File: config.mk
export PLATFORM = sky130hd
export DESIGN_NAME = router_pkt_tx
export DESIGN_NICKNAME = d
export VERILOG_FILES = /design/src/rtl/router_pkt_tx.sv
export SDC_FILE = /design/constraint.sdc
export NUM_CORES = 1
export LEC_CHECK = 0
export BUFFER_PORTS_ARGS = -buffer_cell sky130_fd_sc_hd__buf_2
export CORE_ASPECT_RATIO = 1.4
export CORE_MARGIN = 5
export CORE_UTILIZATION = 30
export CTS_CLUSTER_SIZE = 12
export DETAILED_ROUTE_END_ITERATION = 7
export GPL_TIMING_DRIVEN = 1
export RECOVER_POWER = 100
export SLEW_MARGIN = 40
export SYNTH_ARGS = -nofsm -noshare
export SYNTH_HDL_FRONTEND = slang
export SYNTH_SLANG_ARGS = --single-unit
File: constraint.sdc
create_clock -name clock -period 2.4 [get_ports clock]
set_clock_uncertainty 0.1 [all_clocks]
set_input_delay 0 -clock clock [delete_from_list [all_inputs] [get_ports clock]]
set_output_delay 0 -clock clock [all_outputs]
set_load 0.02 [all_outputs]
File: src/rtl/router_pkt_tx.sv
// Byte-serial packet transmitter for the router input port.
// Sends a header, then the payload, then an XOR parity byte, and stalls on busy.
//
// state   | meaning
// IDLE    | waiting for a command, cmd_ready high
// HEADER  | header byte {len,addr} on data_out
// PAYLOAD | payload byte on data_out, remaining counts bytes still to fetch
// PARITY  | parity byte on data_out, pkt_valid low
// GAP     | one-cycle gap after the packet, tx_done pulse
module router_pkt_tx (
    input  logic       clock,
    input  logic       reset,
    input  logic       cmd_valid,
    output logic       cmd_ready,
    input  logic [1:0] cmd_addr,
    input  logic [5:0] cmd_len,
    input  logic       cmd_corrupt,
    output logic       cmd_err,
    output logic       pl_ready,
    input  logic [7:0] pl_data,
    input  logic       busy,
    output logic       pkt_valid,
    output logic [7:0] data_out,
    output logic       tx_done
);

    typedef enum logic [2:0] {
        IDLE    = 3'd0,
        HEADER  = 3'd1,
        PAYLOAD = 3'd2,
        PARITY  = 3'd3,
        GAP     = 3'd4
    } state_t;

    state_t     state, state_nxt;
    logic [7:0] data_q, data_nxt;
    logic [7:0] parity_q, parity_nxt;
    logic [5:0] remaining_q, remaining_nxt;
    logic       corrupt_q, corrupt_nxt;
    logic       cmd_err_q, cmd_err_nxt;

    always_ff @(posedge clock or posedge reset) begin
        if (reset) begin
            state       <= IDLE;
            data_q      <= 8'h00;
            parity_q    <= 8'h00;
            remaining_q <= 6'd0;
            corrupt_q   <= 1'b0;
            cmd_err_q   <= 1'b0;
        end else begin
            state       <= state_nxt;
            data_q      <= data_nxt;
            parity_q    <= parity_nxt;
            remaining_q <= remaining_nxt;
            corrupt_q   <= corrupt_nxt;
            cmd_err_q   <= cmd_err_nxt;
        end
    end

    always_comb begin
        state_nxt     = state;
        data_nxt      = data_q;
        parity_nxt    = parity_q;
        remaining_nxt = remaining_q;
        corrupt_nxt   = corrupt_q;
        cmd_err_nxt   = 1'b0;
        cmd_ready     = 1'b0;
        pkt_valid     = 1'b0;
        pl_ready      = 1'b0;
        tx_done       = 1'b0;
        case (state)
            IDLE: begin
                cmd_ready = 1'b1;
                if (cmd_valid) begin
                    if (cmd_addr == 2'd3 || cmd_len == 6'd0) begin
                        cmd_err_nxt = 1'b1;
                    end else begin
                        data_nxt      = {cmd_len, cmd_addr};
                        parity_nxt    = {cmd_len, cmd_addr};
                        remaining_nxt = cmd_len;
                        corrupt_nxt   = cmd_corrupt;
                        state_nxt     = HEADER;
                    end
                end
            end
            HEADER, PAYLOAD: begin
                pkt_valid = 1'b1;
                if (!busy) begin
                    if (remaining_q != 6'd0) begin
                        pl_ready      = 1'b1;
                        data_nxt      = pl_data;
                        parity_nxt    = parity_q ^ pl_data;
                        remaining_nxt = remaining_q - 6'd1;
                        state_nxt     = PAYLOAD;
                    end else begin
                        data_nxt  = parity_q ^ {8{corrupt_q}};
                        state_nxt = PARITY;
                    end
                end
            end
            PARITY: begin
                if (!busy) begin
                    data_nxt  = 8'h00;
                    state_nxt = GAP;
                end
            end
            GAP: begin
                tx_done   = 1'b1;
                state_nxt = IDLE;
            end
            default: begin
                data_nxt  = 8'h00;
                state_nxt = IDLE;
            end
        endcase
    end

    assign data_out = data_q;
    assign cmd_err  = cmd_err_q;

endmodule

# Yosys cells after proc, flatten, opt, wreduce, memory -nomap -nowiden

Index checks and enable logic that the tools add are counted.

Bits in registers: 27
Bits of input ports: 21
Output and inout port bits: 13
Word-level logic and storage cells: 60

Eq/ne operators: 10
Reduce and logical (&&, ||, !) cells: 10
Multiplexer cells: 29
Add/subtract/negate cells: 1
Bitwise logic cells: 4

Operator list:

| cell                | number |
|---|---|
| $mux 8              | 7 |
| $pmux 8 s4          | 1 |
| $mux 6              | 4 |
| $pmux 8 s2          | 1 |
| $xor 8x8->8         | 2 |
| $mux 3              | 4 |
| $pmux 6 s2          | 1 |
| $mux 1              | 10 |
| $ne 2x2->1 const B  | 5 |
| $reduce_and 5->1    | 2 |
| $pmux 3 s3          | 1 |
| $eq 3x2->1 const B  | 2 |
| $logic_not 6->1     | 1 |
| $reduce_bool 6->1   | 1 |
| $sub 6x1->6 const B | 1 |
| $reduce_and 4->1    | 1 |
| $eq 3x1->1 const B  | 1 |
| $eq 3x3->1 const B  | 1 |
| $logic_not 3->1     | 1 |
| $reduce_and 3->1    | 1 |
| $eq 2x2->1 const B  | 1 |
| $not 1->1           | 2 |
| $reduce_bool 2->1   | 1 |
| $reduce_or 2->1     | 1 |
| $logic_or 1x1->1    | 1 |

# Longest topological paths before layout

Depth in word-level cells: 5
Mapped depth: 9
Mapped depth without buffers: 7

# Worst setup path after synthesis

Ideal clock, no wire load.

Path type: register -> register
Start point: register remaining_q[0]
End point: register remaining_q[0]
Setup time: 80 ps
Clock period less this slack: 1991 ps
Buffers on the path: 1
Stages on the path, launching flop included: 9
Setup slack: 409 ps
Required time: 2220 ps
Data arrival time: 1810 ps
Cells stage by stage: dfrtp_1 inv_1 ha_1 nor3b_2 a211oi_2 a31oi_1 buf_4 or3_1 o211ai_2

Cells in the longest elaborated chain, start to end: 4
Elaborated cells on any way between the ends: 7
Classes of those cells: add/sub (1); eq/ne (1); mux (3); reduce/logical (2)

RTL lines:

| item                   | line | RTL |
|---|---|---|
| from (decl)            | 38   | `logic [5:0] remaining_q, remaining_nxt;` |
| from (signal assigned) | 54   | `remaining_q <= remaining_nxt;` |
| $sub 6x1->6            | 93   | `remaining_nxt = remaining_q - 6'd1;` |
| $mux 6                 | 89   | `if (remaining_q != 6'd0) begin` |
| $mux 6                 | 88   | `if (!busy) begin` |
| $pmux 6 s2             | 71   | `case (state)` |

Parallel ways exist; a longest one is shown, timed or not. The select of a mux whose other input is x is not followed.
A chain may end at the register's enable or synchronous reset.

# Worst setup path after layout

Start point: register remaining_q[0]
End point: register data_q[2], in the netlist data_out[2]

Cells in the longest elaborated chain, start to end: 4

RTL lines:

| item                 | line | RTL |
|---|---|---|
| $reduce_bool 6->1    | 89   |  |
| $mux 8               | 89   |  |
| $mux 8               | 88   |  |
| $pmux 8 s4           | 71   |  |
| to (signal assigned) | 52   | `data_q <= data_nxt;` |
| to (decl)            | 36   | `logic [7:0] data_q, data_nxt;` |

Every way passes these cells. The select of a mux whose other input is x is not followed.

==> results.cfg <==
[die]
die_y_um = 96.5
die_w_um = 71.8
rows = 31
coreArea_um2 = 5200
start_util = 0.308
die_area_um2 = 6930
pin_count = 34

[worst_setup_path]
r2r_cells = 7
crit_arrival_ns = 2.26
crit_type = reg -> reg
r2r-start = remaining_q[0]
worst-path-max-fanout = 9
worstSetupEndpointType = register
cp-start-kind = register
r2r_setup_slack_ns = 0.20
worstPathRequired_ns = 2.46
r2r-end = data_out[2]

[timing]
period_minus_slack_ns = 2.20
slew_headroom = 0.00848
holdWs_ns = 0.0183
tns_ns = 0
hold_violations = 0
period_share = 0.917
fmax_mhz = 454
slew_violations = 0
rsz0062_at_grt = no
setup_viol = 0
worst_slew_pin_slew_ns = 1.49

[power_and_ir_drop]
irDropWorstVdd_uv = 536
leakagePower_uw = 0.000832
power_density_nw_per_um2 = 1410

[worst_hold_path]
hold_depth = 4
hp-class = in -> reg
holdPathEnd = parity_q[4]
min_from = pl_data[4]

[yosys]
synth_edf_count = 0
synth_xor_area_frac = 0.0546
ys_ff_latch = 27
yosys.area_share.simple = 0.182
synth_compound_area_frac = 0.270
syn_area_um2 = 1600
synthCells = 185
synth-main-ff-cell = dfrtp_1
ys_async_sr_fraction = 1.00
synth_top_family_by_area = compound AO/OA/AOI/OAI gates
synthMuxAreaShare = 0.00703
yosysUniqueCellTypes = 40
synth_nets = 207
yosysWarnings = 0
ys_seq_area_frac = 0.422
yosys.area_share.adder = 0.00781
avgSynthCellArea_um2 = 8.66

[routing]
wl_per_cell_um = 13.7
firstDrtPassIters = 4
routed_wl_um = 4070
ant_nets = 0
num_vias = 1470
vias_per_cell = 4.97
drc_errors = 0
drt_iter0_drc = 159

[grt]
grt.overflow.total = 0
grtUsageTotal = 0.124
grt_max_degree = 30
grt_first_pass_wirelength_um = 6860
grt_pass1_vias = 1470
antenna_found_initial = 0

[clocking]
cts_max_path_buffers = 2
cts_buffers = 3
htreeDepth = 1
clock_latency_ns = 0.28
post_cts_buffers = 0
clock_sinks = 27
clkTransAtPathRegs_ns = 0.10
root_buffer = clkbuf_8
cts_tree = done

[finish]
antenna_cells = 0
final_nets = 253
drive_gt1_frac = 0.148
finalNonFillerCells = 296
stdcell_area_um2 = 1990
area_growth_pct = 23.9

[flow_run]
drv_cap = 0

[placement]
postPlaceCellArea_um2 = 1830
dp_hpwl_um = 2990
portBuffers = 33
dp_cells = 278
gp_congestion = 0.851

[outcome]
outcome = completed
[power by group]
| part | leakage [uW] | switching, uW | total [uW] | internal [uW] |
|---|---|---|---|---|
| registers | 0.000325 | 226 | 897 | 671 |
| clock network | 0.0000255 | 151 | 267 | 117 |
| logic | 0.000481 | 950 | 1630 | 683 |
[cells by family after synthesis]
group / Yosys count
simple gates: 64
xor+xnor: 10
mux: 1
buf+inv: 18
fa+ha+maj: 1
compound gates: 64
flops: 27
[worst max-delay path by stage]
stage / depth (start not counted) / to / from / slack [ns]
after floorplan: 8 / remaining_q[0] / remaining_q[0] / 0.41
after global placement: 7 / data_out[2] / remaining_q[0] / 0.35
after detailed placement: 7 / data_out[2] / remaining_q[0] / 0.26
after CTS: 7 / data_out[2] / remaining_q[0] / 0.22
after global routing: 7 / data_out[0] / remaining_q[0] / 0.02
final: 7 / data_out[2] / remaining_q[0] / 0.20
[stage by stage]
| stage | util | total power (uW) | worst slack, ns |
|---|---|---|---|
| after floorplan | - | 2240 | 0.409 |
| after global placement | 0.352 | 2560 | 0.345 |
| after detailed placement | 0.352 | 2590 | 0.263 |
| after CTS | 0.388 | 2880 | 0.218 |
| after global routing | 0.382 | 3080 | 0.0230 |
| final | 0.382 | 2800 | 0.199 |
[worst max-delay path: stages (launching register included)]
cell and delay (ns):
dfrtp_1 0.42, inv_1 0.07, ha_1 0.20, or3b_1 0.39
nor3_2 0.51, a21oi_1 0.14, a22oi_1 0.17, o21ai_0 0.10
[flip-flops by register name, summed over array words and instances (netlist names)]
register,flops
state,3
data_out,8
remaining_q,6
parity_q,8
corrupt_q,1
cmd_err,1
[routing by layer]
metal	track usage	vias to the layer above	part of all wire
li1	-	746	-
met5	0	-	0
met1	0.145	695	0.43
met2	0.219	22	0.51
met4	0.0517	0	0.015
met3	0.0259	7	0.042
[layout make-up]
type	count	area [um^2]
clock buffers	3	41.3
repair buffers	52	323
inverters	7	26.3
flip-flops and latches	27	676
well taps	66	82.6
multi-input cells	140	832
clock inverters	1	5.00
fillers	540	3210
[cells in the final DEF (no fill, tap or decap), types with 2 or more instances in the layout]
cell type and n:
a22oi_1 2, clkbuf_8 3, a21oi_1 7, a211oi_1 3, nor2_1 33, or3_1 2
a2bb2oi_1 7, dfrtp_1 27, dlygate4sd3_1 14, nand2_1 14, a31oi_1 9, buf_4 4
o21ai_0 20, buf_2 20, nor3b_1 2, xnor2_1 3, inv_1 7, xor2_1 7
o22a_1 9, clkbuf_1 14, nor3_1 4
[cell usage after synthesis, drive strengths merged (3+ instances only)]
library cell | number | area (um^2)
a211oi | 3 | 27.5
a21oi | 7 | 35.0
a2bb2oi | 7 | 61.3
a31oi | 10 | 62.6
buf | 9 | 57.6
dfrtp | 27 | 676
inv | 7 | 26.3
nand2 | 14 | 52.6
nor2 | 33 | 124
nor3 | 5 | 30.0
nor3b | 3 | 27.5
o21ai | 21 | 105
o22a | 9 | 78.8
xnor2 | 3 | 26.3
xor2 | 7 | 61.3
[timing repair]
item / 4_1_cts / 5_1_grt
hold buffers: 14 / 0
resized for setup: 0 / 0
endpoints found under the hold margin: 40 / 0
Note: power is estimated with default switching activity, not from simulation.
